**src/rtl/shifter_pkg.sv**
```systemverilog
// -----------------------------------------------------------------------------
// shifter_pkg
// Shared definitions for the shifter_pipe barrel-shifter pipeline:
//   - DEFAULT_N : default data width
//   - op_t      : operation encoding (OP_SLL, OP_SRL, OP_SRA, OP_ROL, OP_ROR)
//   - op_is_err : flags reserved op codes, and the rotates when the rotate
//                 feature is compiled out
// Configuration macro: SHIFTER_ROTATE_EN (defined -> ROL/ROR are legal ops).
// -----------------------------------------------------------------------------
package shifter_pkg;

    localparam int DEFAULT_N = 16;

    typedef enum logic [2:0] {
        OP_SLL = 3'b000,
        OP_SRL = 3'b001,
        OP_SRA = 3'b010,
        OP_ROL = 3'b011,
        OP_ROR = 3'b100
    } op_t;

    // Any op the pipeline will not execute is passed through unchanged with
    // the error flag set, so the decision is made once at the pipe entrance.
    function automatic logic op_is_err(input logic [2:0] op);
        logic err;
        case (op)
            OP_SLL, OP_SRL, OP_SRA: err = 1'b0;
`ifdef SHIFTER_ROTATE_EN
            OP_ROL, OP_ROR:         err = 1'b0;
`endif
            default:                err = 1'b1;
        endcase
        return err;
    endfunction

endpackage

```
**src/rtl/shifter_stage.sv**
```systemverilog
// -----------------------------------------------------------------------------
// shifter_stage
// One register stage of the logarithmic shifter. Stage K shifts its operand by
// 2**K when count bit K is set (and the request is not in error), otherwise
// the operand passes through. Count, op, error and valid travel alongside.
// Configuration macro: SHIFTER_ROTATE_EN (defined -> rotate wrap logic built).
//
// Ports:
//   clk, rst_n          clock, asynchronous active-low reset
//   i_adv               stage loads its input this cycle (pipeline not stalled)
//   i_flush             clear the valid bit (wins over i_adv)
//   i_valid/i_data/i_cnt/i_op/i_err   request from the previous stage
//   o_valid/o_data/o_cnt/o_op/o_err   registered request to the next stage
//   o_zero              registered "o_data == 0"
// -----------------------------------------------------------------------------
module shifter_stage
    import shifter_pkg::*;
#(
    parameter int N = DEFAULT_N,
    parameter int C = $clog2(N),
    parameter int K = 0
) (
    input  logic         clk,
    input  logic         rst_n,
    input  logic         i_adv,
    input  logic         i_flush,
    input  logic         i_valid,
    input  logic [N-1:0] i_data,
    input  logic [C-1:0] i_cnt,
    input  op_t          i_op,
    input  logic         i_err,
    output logic         o_valid,
    output logic [N-1:0] o_data,
    output logic [C-1:0] o_cnt,
    output op_t          o_op,
    output logic         o_err,
    output logic         o_zero
);

    localparam int SHIFT = 1 << K;

    logic [N-1:0] w_shifted;
    logic [N-1:0] w_next;

    logic         r_valid;
    logic [N-1:0] r_data;
    logic [C-1:0] r_cnt;
    op_t          r_op;
    logic         r_err;
    logic         r_zero;

    // NOTE: every variable written here gets a default first, so no path
    // through the case can leave it unassigned and infer a latch.
    always_comb begin
        w_shifted = i_data;
        case (i_op)
            OP_SLL:  w_shifted = i_data << SHIFT;
            OP_SRL:  w_shifted = i_data >> SHIFT;
            OP_SRA:  w_shifted = N'($signed(i_data) >>> SHIFT);
`ifdef SHIFTER_ROTATE_EN
            OP_ROL:  w_shifted = (i_data << SHIFT) | (i_data >> (N - SHIFT));
            OP_ROR:  w_shifted = (i_data >> SHIFT) | (i_data << (N - SHIFT));
`endif
            default: w_shifted = i_data;
        endcase
        w_next = (i_cnt[K] && !i_err) ? w_shifted : i_data;
    end

    // NOTE: the datapath registers are reset as well as the valid bit, because
    // the result and its flags must read as zero the moment reset asserts.
    always_ff @(posedge clk or negedge rst_n) begin
        if (!rst_n) begin
            r_valid <= 1'b0;
            r_data  <= '0;
            r_cnt   <= '0;
            r_op    <= OP_SLL;
            r_err   <= 1'b0;
            r_zero  <= 1'b0;
        end else if (i_flush) begin
            r_valid <= 1'b0;
        end else if (i_adv) begin
            r_valid <= i_valid;
            r_data  <= w_next;
            r_cnt   <= i_cnt;
            r_op    <= i_op;
            r_err   <= i_err;
            r_zero  <= (w_next == '0);
        end
    end

    assign o_valid = r_valid;
    assign o_data  = r_data;
    assign o_cnt   = r_cnt;
    assign o_op    = r_op;
    assign o_err   = r_err;
    assign o_zero  = r_zero;

endmodule

```
**src/rtl/shifter_pipe.sv**
```systemverilog
// -----------------------------------------------------------------------------
// shifter_pipe
// C-stage pipelined barrel shifter (SLL, SRL, SRA, and optionally ROL/ROR)
// with valid/ready handshakes on both sides and a synchronous flush.
// Latency is C cycles from acceptance; the whole pipe stalls while a result
// is held waiting for out_ready.
// Configuration macro: SHIFTER_ROTATE_EN (undefined -> ROL/ROR are reserved).
//
// Ports:
//   clk, rst_n                       clock, asynchronous active-low reset
//   in_valid/in_ready                request handshake
//   in_data[N], in_cnt[C], in_op[3]  operand, shift amount, operation
//   flush                            drop everything in flight at next edge
//   out_valid/out_ready              result handshake
//   out_data[N], out_zero, out_err   result, zero flag, error flag
// -----------------------------------------------------------------------------
module shifter_pipe
    import shifter_pkg::*;
#(
    parameter int N = DEFAULT_N,
    parameter int C = $clog2(N)
) (
    input  logic         clk,
    input  logic         rst_n,
    input  logic         in_valid,
    output logic         in_ready,
    input  logic [N-1:0] in_data,
    input  logic [C-1:0] in_cnt,
    input  logic [2:0]   in_op,
    input  logic         flush,
    output logic         out_valid,
    input  logic         out_ready,
    output logic [N-1:0] out_data,
    output logic         out_zero,
    output logic         out_err
);

    // Index 0 is the pipe entrance; index k+1 is the output of stage k.
    logic         w_valid [C+1];
    logic [N-1:0] w_data  [C+1];
    logic [C-1:0] w_cnt   [C+1];
    op_t          w_op    [C+1];
    logic         w_err   [C+1];
    logic         w_zero  [C];
    logic         w_adv;

    // The only thing that can block the pipe is an unaccepted result at the end.
    assign w_adv = !(w_valid[C] && !out_ready);

    assign w_valid[0] = in_valid;
    assign w_data[0]  = in_data;
    assign w_cnt[0]   = in_cnt;
    assign w_op[0]    = op_t'(in_op);
    assign w_err[0]   = op_is_err(in_op);

    for (genvar k = 0; k < C; k++) begin : g_stage
        shifter_stage #(
            .N (N),
            .C (C),
            .K (k)
        ) u_stage (
            .clk     (clk),
            .rst_n   (rst_n),
            .i_adv   (w_adv),
            .i_flush (flush),
            .i_valid (w_valid[k]),
            .i_data  (w_data[k]),
            .i_cnt   (w_cnt[k]),
            .i_op    (w_op[k]),
            .i_err   (w_err[k]),
            .o_valid (w_valid[k+1]),
            .o_data  (w_data[k+1]),
            .o_cnt   (w_cnt[k+1]),
            .o_op    (w_op[k+1]),
            .o_err   (w_err[k+1]),
            .o_zero  (w_zero[k])
        );
    end

    assign in_ready  = w_adv;
    assign out_valid = w_valid[C];
    assign out_data  = w_data[C];
    // Flags are only meaningful alongside a valid result.
    assign out_zero  = w_zero[C-1] && w_valid[C];
    assign out_err   = w_err[C]    && w_valid[C];

endmodule
```
**config.mk**
```make
export PLATFORM = sky130hd
export DESIGN_NAME = shifter_pipe
export DESIGN_NICKNAME = d
export VERILOG_FILES = /design/src/rtl/shifter_pkg.sv /design/src/rtl/shifter_stage.sv /design/src/rtl/shifter_pipe.sv
export SDC_FILE = /design/constraint.sdc
export NUM_CORES = 1
export LEC_CHECK = 0
export ABC_AREA = 1
export CORE_MARGIN = 2
export CORE_UTILIZATION = 55
export CTS_CLUSTER_DIAMETER = 200
export DETAILED_ROUTE_END_ITERATION = 7
export PLACE_DENSITY = 0.8
export SYNTH_ARGS = -nofsm -noshare
export SYNTH_HDL_FRONTEND = slang
export SYNTH_SLANG_ARGS = --single-unit
```
**constraint.sdc**
```tcl
create_clock -name clk -period 1.5 [get_ports clk]
set_input_delay 0.3 -clock clk [delete_from_list [all_inputs] [get_ports clk]]
set_output_delay 0.3 -clock clk [all_outputs]
set_load 0.01 [all_outputs]
```
==> results summary <==
The slew at the pin closest to its max-slew limit is 0.408 ns. The area growth from synthesis to layout is 32.0%. The CTS tree is yes. The width of the die is 95.2 microns. The final hold violation count came out at 0. The global placement routability congestion is 0.945. The number of antenna diodes in the final layout is 0. The setup skew after layout is 0.00795 ns.

The starting density of the core is 56.3%. The synthesized netlist cell count is 598. The I/O pin total is 48.

The routed via count came out at 4694. Entering global routing, the biggest net connects 37 pins. The highest clock rate came out at 0.599 GHz. The yosys synthesis warning count is 0. The share of flip-flops with an asynchronous set or reset after synthesis came out at 100%. The final wirelength is 13400 microns. The initial antenna violation count came to 0. The smallest clock period supported by the final layout is computed as 1.67 ns.

The final-report setup violation count is 2. The worst setup path is launched from a flip-flop. The synthesized netlist occupies a cell area of 0.00458 sq mm.

In this run the tightest slew margin relative to its limit is 72.8%. The number of max-slew violations in the final report came to 0. The die covers 0.00906 sq mm. The routed wire length per instance came out at 16.6 microns. The sum of overflow across all layers after global routing came out at 0. Counting every net in the synthesized netlist gives 626. The average size of a mapped cell came out at 7.65 sq um. The data arrival time at the worst-slack endpoint came out at 1.97 ns.

The total negative slack came out at -0.191 ns. The number of maximum-capacitance constraint violations is 0. The clock slew seen by the registers of the worst setup and hold paths came out at 0.09 ns.

The count of filler cells inserted in the layout is 575. The clock insertion delay at the later pin of the skew report is 0.36 ns. The overall global routing resource usage came out at 29.0%. The half-perimeter wire length after detailed placement is 9110 microns. Across all setup checks in the final design, the least slack found is -0.170 ns.

The share of layout cells above drive strength 1 came out at 20.2%. The top cell types in the final layout, fill and taps aside, are 107 x nand2_1, 86 x dfrtp_1, 82 x inv_1. The violation count after the first detailed-routing iteration is 328. The worst setup path is of the reg -> reg kind. The utilization after layout is 74.2%. The DRC violations left came out at 0. Sorting the synthesized cells by area gives the leading types as dfrtp_1 48%, nand2_1 9.6%, o21ai_0 8.6%.

The maximum ir drop on the vdd rail came out at 570 uV. Setup repair after global routing could not meet its margin everywhere. The cell sitting at the root of the clock tree is a clkbuf_8. The ratio of final minimum period to clock period is 111%. The flow ran to the end, but the final reports show violations. Of the synthesized area, sequential elements account for 48.1%. The wire length of the first global-routing pass is 20400 microns. The portion of synthesized cell area occupied by the leading cell type came out at 48.1%. The library cell used most frequently in the layout, excluding fill and tap cells, is nand2_1. Along the worst path, the maximum fanout reaches 8. The largest buffer count on any clock path is 2. Yosys mapped a number of flops with a built-in enable equal to 0. The H-tree generated during clock tree synthesis spans 3 levels. The final reports fail on setup timing.

The total number of nets in the final design is 725. The placeable core region came out at 0.00813 sq mm. In the routed layout, each cell is associated on average with a via count of 5.82. STA classifies the critical path endpoint as a flip-flop. CTS saw 88 sinks. The number of distinct library cells after synthesis came out at 29. The die height is 95.2 microns. For this run, the leading register cell type out of synthesis is dfrtp_1. The number of global-route vias before repair came out at 4425. Before antenna repair, the detailed router went through 5 iterations. The number of input and output port buffers inserted is 47. The number of rows created at floorplan is 33. Buffers inserted during clock tree synthesis total 9. The count of nets left with antenna violations once routing finished came out at 0. The power density over the cells came out at 1160 mW/mm^2.

The min-delay analysis places its worst path in the category in -> reg. The flip-flop and latch count after synthesis is 88. The dominant cell type by area after synthesis is dfrtp_1.

The leakage dissipation came out at 2.95 nW. At the worst endpoint, the required time is 1.80 ns.
[sequential cells by signal, summed over array words and instances (netlist names)]
name	cells
g_stage.u_stage.o_err	4
g_stage.u_stage.o_data	64
g_stage.u_stage.o_valid	4
g_stage.u_stage.o_cnt	6
g_stage.u_stage.o_op	9
g_stage.u_stage.o_zero	1
[what timing repair did]
item                                   in CTS  in global routing
endpoints found under the hold margin      28                  0
hold buffers                                1                  0
resized for setup                          41                 60
setup endpoints to repair                  30                 67
pin swaps                                   5                  7
cloned                                      1                  1
buffers inserted                            3                  8
[cells in the mapped netlist, types with 6 or more instances]
master      n
inv_1      87
inv_2       9
nand3_1    35
buf_2      10
clkbuf_1   13
a22oi_1     8
nor2_1     51
nand2_1   117
o21ai_0    79
dfrtp_1    88
a31oi_1    13
o21ai_1     6
a21oi_1    17
o22ai_1    35
[final cells by class]
cell class / instances / area, sq um / area share [%]
Timing Repair Buffer: 113 / 1090 / 18.0
Sequential cell: 88 / 2200 / 36.5
Clock buffer: 10 / 128 / 2.11
Inverter: 96 / 370 / 6.13
Clock inverter: 6 / 76.3 / 1.26
Multi-Input combinational cell: 389 / 2040 / 33.8
Tap cell: 105 / 131 / 2.18
[per-stage QoR]
stage               power [mW]  cell area, sq um  setup WS [ns]  hold WS [ns]  instances
CTS                       6.74              5810        -0.0351         0.399        798
detailed placement        5.07              5550         -0.424         0.253        777
finish                    6.99              6040         -0.170         0.236        807
global route              7.38              6040         -0.230         0.257        807
global placement          5.00              5550         -0.297         0.248        777
floorplan                 4.15              4580         0.0539       0.00441        598
[final timing paths]
path	startpoint	end	slack, ns	cells past startpoint
min in group asynchronous	rst_n	g_stage[1].u_stage.o_valid$_DFFE_PN0P_	0.40	2
max in group asynchronous	rst_n	g_stage[1].u_stage.o_data[14]$_DFFE_PN0P_	0.52	3
worst max register to register	g_stage[2].u_stage.o_op[2]$_DFFE_PN0P_	g_stage[3].u_stage.o_zero$_DFFE_PN0P_	-0.17	10
worst min-delay path	in_op[0]	g_stage[0].u_stage.o_op[0]$_DFFE_PN0P_	0.24	3
worst max-delay path	g_stage[2].u_stage.o_op[2]$_DFFE_PN0P_	g_stage[3].u_stage.o_zero$_DFFE_PN0P_	-0.17	10
worst min register to register	g_stage[3].u_stage.o_data[10]$_DFFE_PN0P_	g_stage[3].u_stage.o_data[10]$_DFFE_PN0P_	0.49	2
[critical path, stage by stage, from the launching register on]
cell,delay [ns]
dfrtp_1,0.46
inv_1,0.14
nand3_2,0.13
nand2_4,0.10
nand2_1,0.11
nand2_1,0.06
nor2_1,0.17
nand2_1,0.10
nor3_2,0.19
nand2_1,0.08
nand2_1,0.06
[logic make-up (layout without fill, tap and decap cells)]
logic type / count (synthesis) / in the layout / share of synthesized area (%)
buf+inv: 122 / 225 / 10.6
compound gates: 173 / 173 / 21.8
flops: 88 / 88 / 48.1
simple gates: 215 / 216 / 19.6
[where the power goes]
group,switching [mW],total (mW),internal [mW],leakage (nW)
sequential,0.323,3.10,2.78,1.05
clock,0.914,1.71,0.801,0.103
combinational,1.26,2.17,0.911,1.80
[per-layer routing]
layer / GRT usage (%) / wire length (microns)
met1: 33.5 / 5180
met4: 14.0 / 387
met3: 4.43 / 626
met2: 52.4 / 7170
met5: 0 / 0
Note: power is estimated with default switching activity, not from simulation.
==> patch: new RTL, same settings <==
Build with the macro `SHIFTER_ROTATE_EN` defined.
--- a/src/rtl/shifter_pkg.sv
+++ b/src/rtl/shifter_pkg.sv
@@ -8,4 +8,6 @@
 // Configuration macro: SHIFTER_ROTATE_EN (defined -> ROL/ROR are legal ops).
 // -----------------------------------------------------------------------------
+`define SHIFTER_ROTATE_EN
+
 package shifter_pkg;
 
Behaviour: not the same (Yosys sat finds a counterexample within 10 cycles, from zero or initial values and one cycle with rst_n low).
==> patch against the unedited design <==
  * The run still ends with setup timing left
  * Count of clock-buffer cells in the layout grew 3
  * Setup slack improved by 0.015 ns
  * Cell area up 2.9%
  * Sequential cell count stayed put
  * Synthesized area up 3.2%
  * Wire length increased by 1.8%
  * Final cell count up 0.37%
  * Synthesized cell count up 1.8%
  * Power rose by 7.0%
  * Clock power down 3%
==> patch: results (changes against the unedited design) <==
clk_lat worst skew 0.37 ns; Hold EP g_stage[0].u_stage.o_cnt[2] (was g_stage[0].u_stage.o_op[0]); DRT met1 WL 5577 um (was 5180 um); worst setup margin -0.1546 ns (was -0.1697 ns); WL final 13600 um (was 13360 um); layout cells sized above 1 21.42% (was 20.23%); P_seq 3120 uW; synth unique cells 27 (was 29); Pleak 0.002913 uW (was 0.002949 uW); RR Endpoint g_stage[2].u_stage.o_data[15] (was g_stage[3].u_stage.o_zero); top_reg_cell synth dfrtp_1 (unchanged); post-CTS resize count 30 (was 41); Final Skew 0.01031 ns (was 0.007950 ns); Synth top cells by count nand2_1 (169), dfrtp_1 (88), inv_1 (81) (was nand2_1 (117), dfrtp_1 (88), inv_1 (87)); pre-CTS WS -0.3587 ns (was -0.4237 ns); Worst-Margin Slew 0.4680 ns (was 0.4081 ns); clk buf depth 2 (unchanged); largest net degree at the start of global routing 89 (was 37); peak supply drop 0.5364 mV (was 0.5699 mV); worst hold margin 0.4808 ns (was 0.2362 ns); Synthesis Warnings 0 (unchanged); DP Wirelength 8663 um (was 9111 um); cts hold-fix bufs 1 (unchanged); first-pass GRT wire length 21100 um (was 20370 um); final setup violating endpoints 14 (was 2); reg-to-reg startpoint g_stage[1].u_stage.o_op[1] (was g_stage[2].u_stage.o_op[2]); global router's overall resource usage 27.32% (was 29.03%); post-CTS setup repair buffer count 4 (was 3); failing checks setup timing (unchanged); Vias 4828 (was 4694); hold path startpoint in_cnt[2] (was in_op[0]); routability cong. 0.9302 (was 0.9447); H-tree Lvls 3 (unchanged); CTS clk-pin slew, worst paths 0.09 ns (about the same); met2 routed wirelength 6587 um (was 7168 um); met3 Use GR 4.191% (was 4.427%); crit-path max FO 5 (was 8); nets@finish 728 (was 725); DRT Pass-1 Iters 5 (unchanged); metal3 WL 1033 um (was 626 um); status complete, but fails checks (unchanged); Post-Syn Nets 637 (was 626); clock share of power 22.2% (was 24.5%); Worst path top cell family by delay compound AO/OA/AOI/OAI gates (was simple AND/OR/NAND/NOR gates); 1st-iter DRT viols 444 (was 328); Synth area leaders dfrtp_1 (47%), nand2_1 (13%), o221ai_1 (7.4%) (was dfrtp_1 (48%), nand2_1 (9.6%), o21ai_0 (8.6%)); sw power 2758 uW (was 2500 uW); HP Class input pin to flip-flop (unchanged); vias in the first global route 4398 (was 4425); met1 Track Usage GR 38.38% (was 33.45%); CP max-delay cell dfrtp_2 (was dfrtp_1); initial antenna violation count 0 (unchanged); post-synth top area share 46.62% (was 48.13%); clk pwr 1660 uW (was 1710 uW); met2 Track Usage GR 44.28% (was 52.41%); IO Port Bufs 47 (unchanged); R2R depth 8 (was 10); Seq/Total Area, Yosys 46.62% (was 48.13%)
## patch: cell count changes after synthesis, moves of 7 or more
cell and delta:
nand2_1 +52, o221ai_1 +36, a21oi_1 +33, o22ai_1 -28, nor2_1 -25, nand3_1 -20
o21ai_0 -14, a22oi_1 -7
## patch: final cells by class
class	count	area, sq um
repair buffers	110	1089
fillers	589	2042
multi-input cells	406	2256
inverters	84	322.8
repair inverters	1	7.507
well taps	105	131.4
clock inverters	3	23.77
clock buffers	13	178.9
flip-flops and latches	88	2207
## patch: stage by stage
step / instances / instance area [sq um] / setup TNS [ns]
2_1_floorplan: 609 / 4723 / 0
4_1_cts: 801 / 5898 / -0.2632
6_report: 810 / 6216 / -0.8485
5_1_grt: 810 / 6216 / -2.256
3_3_place_gp: 780 / 5642 / -11.11
3_5_place_dp: 780 / 5642 / -16.07
## patch: cell families (layout without fill, tap and decap cells)
kind of cell	after synthesis	in the layout	share of synthesized area, %
buffers and inverters	115	211	10.30
flip-flops	88	88	46.62
AND/OR/NAND/NOR	228	228	20.16
AO/OA/AOI/OAI	178	178	22.91
## patch: tightest hold or removal path, stage by stage
cell and delay (ns):
clkdlybuf4s50_1 0.39, nand2_1 0.06, o21ai_0 0.06
## patch: worst max path at each step
stage | from | endpoint | slack, ns
2_1_floorplan | g_stage[0].u_stage.o_op[2] | g_stage[1].u_stage.o_data[4] | 0.1
3_3_place_gp | out_ready | in_ready | -0.23
3_5_place_dp | in_op[1] | g_stage[0].u_stage.o_data[12] | -0.36
4_1_cts | g_stage[2].u_stage.o_op[1] | g_stage[3].u_stage.o_zero | -0.1
5_1_grt | g_stage[1].u_stage.o_op[1] | g_stage[2].u_stage.o_data[15] | -0.23
6_report | g_stage[1].u_stage.o_op[1] | g_stage[2].u_stage.o_data[15] | -0.15
